## config.mk

```make
export PLATFORM = sky130hd
export DESIGN_NAME = prio_pend
export DESIGN_NICKNAME = d
export VERILOG_FILES = /design/src/rtl/prio_pend.sv
export SDC_FILE = /design/constraint.sdc
export NUM_CORES = 1
export LEC_CHECK = 0
export CAP_MARGIN = 20
export CORE_MARGIN = 1.5
export CORE_UTILIZATION = 27
export DETAILED_ROUTE_END_ITERATION = 8
export GPL_TIMING_DRIVEN = 0
export PLACE_DENSITY = 0.62
export SLEW_MARGIN = 40
export SYNTH_ARGS = -nofsm -noshare
export SYNTH_HDL_FRONTEND = slang
export SYNTH_SLANG_ARGS = --single-unit
```

## constraint.sdc

```tcl
create_clock -name clk -period 1.9 [get_ports clk]
set_clock_uncertainty 0.1 [all_clocks]
set_input_delay 0.285 -clock clk [delete_from_list [all_inputs] [get_ports clk]]
set_output_delay 0.285 -clock clk [all_outputs]
set_load 0.02 [all_outputs]
```

## src/rtl/prio_pend.sv

```systemverilog
// Sticky pending-request collector offering the highest-indexed pending lane
// on a registered valid/ready handshake. Optional overflow flags: PRIO_PEND_OVF_EN.
module prio_pend #(
    parameter  int DW = 8,
    localparam int IW = $clog2(DW)
) (
    input  logic          clk,
    input  logic          rst,
    input  logic [DW-1:0] req_in,
    input  logic          out_ready,
    output logic          out_valid,
    output logic [DW-1:0] out_onehot,
    output logic [IW-1:0] out_idx,
`ifdef PRIO_PEND_OVF_EN
    output logic [DW-1:0] ovf,
    input  logic          ovf_clr,
`endif
    output logic [DW-1:0] pend
);

    typedef enum logic {
        IDLE  = 1'b0,
        OFFER = 1'b1
    } state_t;

    // Highest-index set bit wins; later loop iterations override earlier ones.
    function automatic logic [DW-1:0] msb_onehot(input logic [DW-1:0] v);
        logic [DW-1:0] oh;
        oh = {DW{1'b0}};
        for (int i = 0; i < DW; i++) begin
            if (v[i]) begin
                oh    = {DW{1'b0}};
                oh[i] = 1'b1;
            end else begin
                oh = oh;
            end
        end
        return oh;
    endfunction

    function automatic logic [IW-1:0] msb_idx(input logic [DW-1:0] v);
        logic [IW-1:0] idx;
        idx = {IW{1'b0}};
        for (int i = 0; i < DW; i++) begin
            if (v[i]) begin
                idx = IW'(i);
            end else begin
                idx = idx;
            end
        end
        return idx;
    endfunction

    state_t        state_q, state_d;
    logic [DW-1:0] pend_q, pend_d;
    logic [DW-1:0] onehot_q, onehot_d;
    logic [IW-1:0] idx_q, idx_d;
    logic          acc_s;
    logic [DW-1:0] retire_s;

    // Acceptance, pending update (set wins over retire) and offer FSM next state.
    always_comb begin
        acc_s    = (state_q == OFFER) & out_ready;
        retire_s = acc_s ? onehot_q : {DW{1'b0}};
        pend_d   = (pend_q & ~retire_s) | req_in;
        state_d  = state_q;
        onehot_d = onehot_q;
        idx_d    = idx_q;
        case (state_q)
            IDLE: begin
                if (|pend_d) begin
                    onehot_d = msb_onehot(pend_d);
                    idx_d    = msb_idx(pend_d);
                    state_d  = OFFER;
                end else begin
                    state_d  = IDLE;
                end
            end
            OFFER: begin
                // An unaccepted offer is frozen even if a higher lane arrives.
                if (acc_s) begin
                    if (|pend_d) begin
                        onehot_d = msb_onehot(pend_d);
                        idx_d    = msb_idx(pend_d);
                        state_d  = OFFER;
                    end else begin
                        onehot_d = {DW{1'b0}};
                        idx_d    = {IW{1'b0}};
                        state_d  = IDLE;
                    end
                end else begin
                    state_d = OFFER;
                end
            end
            default: begin
                onehot_d = {DW{1'b0}};
                idx_d    = {IW{1'b0}};
                state_d  = IDLE;
            end
        endcase
    end

    // State and offer registers with synchronous reset.
    always_ff @(posedge clk) begin
        if (rst) begin
            state_q  <= IDLE;
            pend_q   <= {DW{1'b0}};
            onehot_q <= {DW{1'b0}};
            idx_q    <= {IW{1'b0}};
        end else begin
            state_q  <= state_d;
            pend_q   <= pend_d;
            onehot_q <= onehot_d;
            idx_q    <= idx_d;
        end
    end

`ifdef PRIO_PEND_OVF_EN
    logic [DW-1:0] ovf_q, ovf_d;

    // A request landing on a still-pending, non-retiring lane is an overflow; set beats clear.
    always_comb begin
        ovf_d = (ovf_clr ? {DW{1'b0}} : ovf_q) | (req_in & pend_q & ~retire_s);
    end

    // Sticky overflow register.
    always_ff @(posedge clk) begin
        if (rst) begin
            ovf_q <= {DW{1'b0}};
        end else begin
            ovf_q <= ovf_d;
        end
    end

    assign ovf = ovf_q;
`endif

    assign out_valid  = (state_q == OFFER);
    assign out_onehot = onehot_q;
    assign out_idx    = idx_q;
    assign pend       = pend_q;

endmodule

```

Yosys cells after proc, flatten, opt, wreduce, memory -nomap -nowiden
Cells that the tools add are included.
W data, S select, Z words.
- bits of input ports: 11
- output and inout bits: 20
- bits in registers: 20
- word-level logic and storage cells: 40
- eq/ne operators: 2
- bitwise logic cells: 5
- reduce and logical (&&, ||, !) cells: 2
- mux-type cells: 27
- operators with widths (cell ; count):
    $mux W8 ; 10
    $mux W3 ; 9
    $pmux W8 S2 ; 1
    $and A8 B8 Y8 ; 1
    $not A8 Y8 ; 1
    $or A8 B8 Y8 ; 1
    $reduce_or A8 Y1 ; 1
    $pmux W3 S2 ; 1
    $mux W1 ; 4
    $mux W2 ; 1
    $ne A2 B1 Y1 const B ; 1
    $ne A2 B2 Y1 const B ; 1
    $pmux W1 S2 ; 1
    $reduce_and A2 Y1 ; 1
    $and A1 B1 Y1 ; 1
    $not A1 Y1 ; 1

Logic depth before layout (Yosys ltp)
- depth in word-level cells: 16
- mapped depth: 6
- gate-level depth less buffers: 5

Least setup slack after synthesis
No wires, ideal clock.
- kind: register to register
- from: register state_q, in the netlist out_valid
- to: register onehot_q[7], in the netlist out_onehot[7]
- data required time: 1.668 ns
- clock period less this slack: 2.090 ns
- slack: -0.190 ns
- buffers on the path: 1
- library setup time: 0.132 ns
- data arrival time: 1.858 ns
- cell stages (with the launch flop): 7
- cells stage by stage: dfxtp_1 buf_6 nand4b_1 a221o_2 o41ai_4 or2_1 a21oi_1
- longest elaborated chain between the ends: 13
- elaborated cells between the ends (all ways): 19
- those cells by class: eq/ne: 2; mux: 10; bitwise: 5; reduce/logical: 2
- RTL lines (element ; line ; source):
    start: declaration ; 54 ; state_t state_q, state_d;
    start signal: assignment ; 111 ; state_q <= state_d;
    $and A1 B1 Y1 ; 63 ; acc_s = (state_q == OFFER) & out_ready;
    $mux W8 ; 64 ; retire_s = acc_s ? onehot_q : {DW{1'b0}};
    $not A8 Y8 ; 65 ; pend_d = (pend_q & ~retire_s) | req_in;
    $and A8 B8 Y8 ; 65 ;
    $or A8 B8 Y8 ; 65 ;
    $mux W8 (5 in a row) ; 31 ; if (v[i]) begin
    $mux W8 ; 82 ; if (|pend_d) begin
    $mux W8 ; 81 ; if (acc_s) begin
    $pmux W8 S2 ; 69 ; case (state_q)
    end signal: assignment ; 108 ; onehot_q <= {DW{1'b0}};
    end signal: assignment ; 113 ; onehot_q <= onehot_d;
    end: declaration ; 56 ; logic [DW-1:0] onehot_q, onehot_d;
Several ways; a longest one is shown, not always the timed one. The select of a mux whose other input is x is not followed.
A chain may end at the register's enable or synchronous reset.

Final worst setup path
- from: register pend_q[5], in the netlist pend[5]
- to: register onehot_q[0], in the netlist out_onehot[0]
- longest elaborated chain between the ends: 8
- elaborated cells between the ends (all ways): 12
- those cells by class: eq/ne: 1; mux: 7; bitwise: 2; reduce/logical: 2
- RTL lines (element ; line ; source):
    start: declaration ; 55 ; logic [DW-1:0] pend_q, pend_d;
    start signal: assignment ; 107 ; pend_q <= {DW{1'b0}};
    start signal: assignment ; 112 ; pend_q <= pend_d;
    $and A8 B8 Y8 * ; 65 ;
    $or A8 B8 Y8 * ; 65 ;
    $mux W8 (3 in a row) ; 31 ;
    $mux W8 ; 82 ;
    $mux W8 ; 81 ;
    $pmux W8 S2 ; 69 ;
Mark *: on every way between the ends. The rest lies on a longest branch, timed or not. The select of a mux whose other input is x is not followed.

==> out/qor.csv <==
metric,value,unit
drc,0,
first_pass_iters,6,
dr.first_iter.drc_count,31,
muxShareOfSynthArea,0,%
min_period,2.02,ns
rsz0062_at_grt,yes,
worst_r2r_path_depth,7,
yosys-top-cells-count,"dfxtp_1 (20), nor2_1 (13), a21oi_1 (11), nand2_1 (11), nand3_1 (7)",
syn_area,902,um^2
cts_buffers,3,
cts.sinks,20,
io_pins,31,
fmax,494,MHz
final-hold-violation-count,0,
gp_congestion,0.793,
die_x,60.8,um
grt_pass1_vias,792,
power_density,641,nW/um^2
critPathCaptureType,register,
tightest_slew,0.526,ns
crit_path_start_kind,register,
yosys.area.top_type_share,44.4,%
cts_tree,yes,
wl_per_cell,13.8,um
place.port_buffers,29,
syn_nets,115,
clkLatencyLatePin,0.31,ns
synth_warnings,0,
crit_arrival,2.18,ns
start_util,29.1,%
final_cells,193,
peakVddDrop,0.464,mV
dieArea,3700,um^2
violations,setup timing,
synth.avg_cell_area,8.67,um^2
yosysSeqAreaShare,44.4,%
drive_above_1_share,24.2,%
setup_viol,12,
rows,20,
synthSimpleGateAreaFrac,29.8,%
status,"finished, violations left",
place_inst,177,
finalPower,934,uW
synth_xor_area_share,0,%
postCtsHoldBufs,0,
hold_class,in2reg,
areaGrowthSynthToFinish,61.4,%
synth_edf_count,0,
multiInputGateArea,513,um^2
netlist-cell-type-count,33,
grt_max_degree,12,
hold_depth,4,
synth_flop_cell,dfxtp_1,
synth_top_area_cell,dfxtp_1,
synth_top_family_by_area,simple AND/OR/NAND/NOR gates,
critical_path_class,reg2reg,
layout_setup_ws,-0.125,ns
ant_nets,0,
grt_pass1_wl,3.76,mm
core_area,3100,um^2
htree_levels,1,
ys_ff_latch,20,
required,2.06,ns
dr_total_vias,955,
grt_util_all_layers,13.7,%
cap_violations,0,
cts.clk_slew.worst_paths,0.12,ns
n_fill_cell,331,
path_max_fanout,4,
p_leak,0.567,nW
synth_fa_ha_area_share,0,%
hpwl,1.71,mm
synthArstFlopShare,0,%
final_nets,161,
drt-total-wl,2.67,mm
vias_per_cell,4.95,
fin_crit_sh,107,%
seqCellArea,407,um^2
grt_overflow,0,
die_h,60.8,um
post-synth-top-count-cell,dfxtp_1,
clock_path_buffers,2,
synthTopCellsByArea,"dfxtp_1 (44%), a21oi_1 (6.1%), nor2_1 (5.4%)",
n_antenna_cell,0,
synth-compound-area-share,21.6,%
antenna_found_initial,0,
relSlewSlack,64.4,%
cts-root-buf,clkbuf_4,
drv_slew,0,
synthCells,104,
## what timing repair did
| item | CTS | global route |
|---|---|---|
| setup endpoints to repair | 11 | 11 |
| pin swaps | 11 | 8 |
| buffers inserted | 4 | 7 |
| gates cloned | 0 | 1 |
| gates resized for setup | 3 | 14 |
## where the power goes
group	switching, mW	internal, mW	leakage [nW]
Clock	0.136	0.117	0.0210
Combinational	0.109	0.112	0.379
Sequential	0.0183	0.442	0.167
Total	0.263	0.671	0.567
## worst max-delay path, stage by stage (launching register included)
cell and delay, ns:
dfxtp_2 0.33, or2_1 0.25, a221o_2 0.46, buf_4 0.17
buf_4 0.14, nor4b_4 0.27, a32oi_1 0.16, nor2_1 0.11
## registers in the layout, indices dropped and copies added (netlist names)
| register | cells |
|---|---|
| out_onehot | 8 |
| pend | 8 |
| out_idx | 3 |
| out_valid | 1 |
## area by class of cell
| class | count | share of cell area (%) |
|---|---|---|
| Inverter | 2 | 0.515 |
| Tap cell | 44 | 3.78 |
| Clock buffer | 4 | 2.49 |
| Sequential cell | 20 | 27.9 |
| Multi-Input combinational cell | 77 | 35.2 |
| Buffer | 5 | 2.32 |
| Timing Repair Buffer | 41 | 27.7 |
## layer usage
layer	part of all wire, %	global-route usage [%]	vias up
met5	0	0	-
met4	1.0	4.66	0
met3	4.7	2.77	2
met2	47	22.3	36
met1	47	18.0	451
li1	-	-	466
## through the flow
stage               setup slack, ns  hold WS, ns  instance area (um^2)  utilization [%]  TNS, ns
floorplan                   -0.0501        0.320                   917                -  -0.0689
global placement             -0.648        0.359                  1260             40.7    -6.55
detailed placement           -0.679        0.363                  1260             40.7    -7.01
CTS                         -0.0754        0.319                  1340             43.0   -0.283
global route                 -0.180        0.343                  1460             46.9    -1.51
finish                       -0.125        0.315                  1460             46.9   -0.746
## placed cells by master (no fill, tap or decap), types with 3 or more instances in the layout
cell type	netlist	final
a21oi_1	11	9
a221o_2	1	3
buf_4	1	10
clkbuf_4	0	3
clkdlybuf4s50_1	0	28
dfxtp_1	20	17
nand2_1	11	9
nand3_1	7	6
nor2_1	13	12
o21ai_0	4	3
or2_1	3	3
## kinds of logic (layout without fill, tap and decap cells)
logic type	count (synthesis)	in the layout
buffers and inverters	7	52
AOI/OAI and AO/OA	27	27
and+or+nand+nor	50	50
DFF	20	20
## final timing paths
path	start	end	slack, ns
worst max-delay path	pend[5]$_SDFF_PP0_	out_onehot[0]$_SDFFE_PP0P_	-0.12
worst min register to register	out_idx[2]$_SDFFE_PP0P_	out_idx[2]$_SDFFE_PP0P_	0.38
worst max register to register	pend[5]$_SDFF_PP0_	out_onehot[0]$_SDFFE_PP0P_	-0.12
worst min-delay path	out_ready	pend[0]$_SDFF_PP0_	0.32
Note: power is estimated with default switching activity, not from simulation.
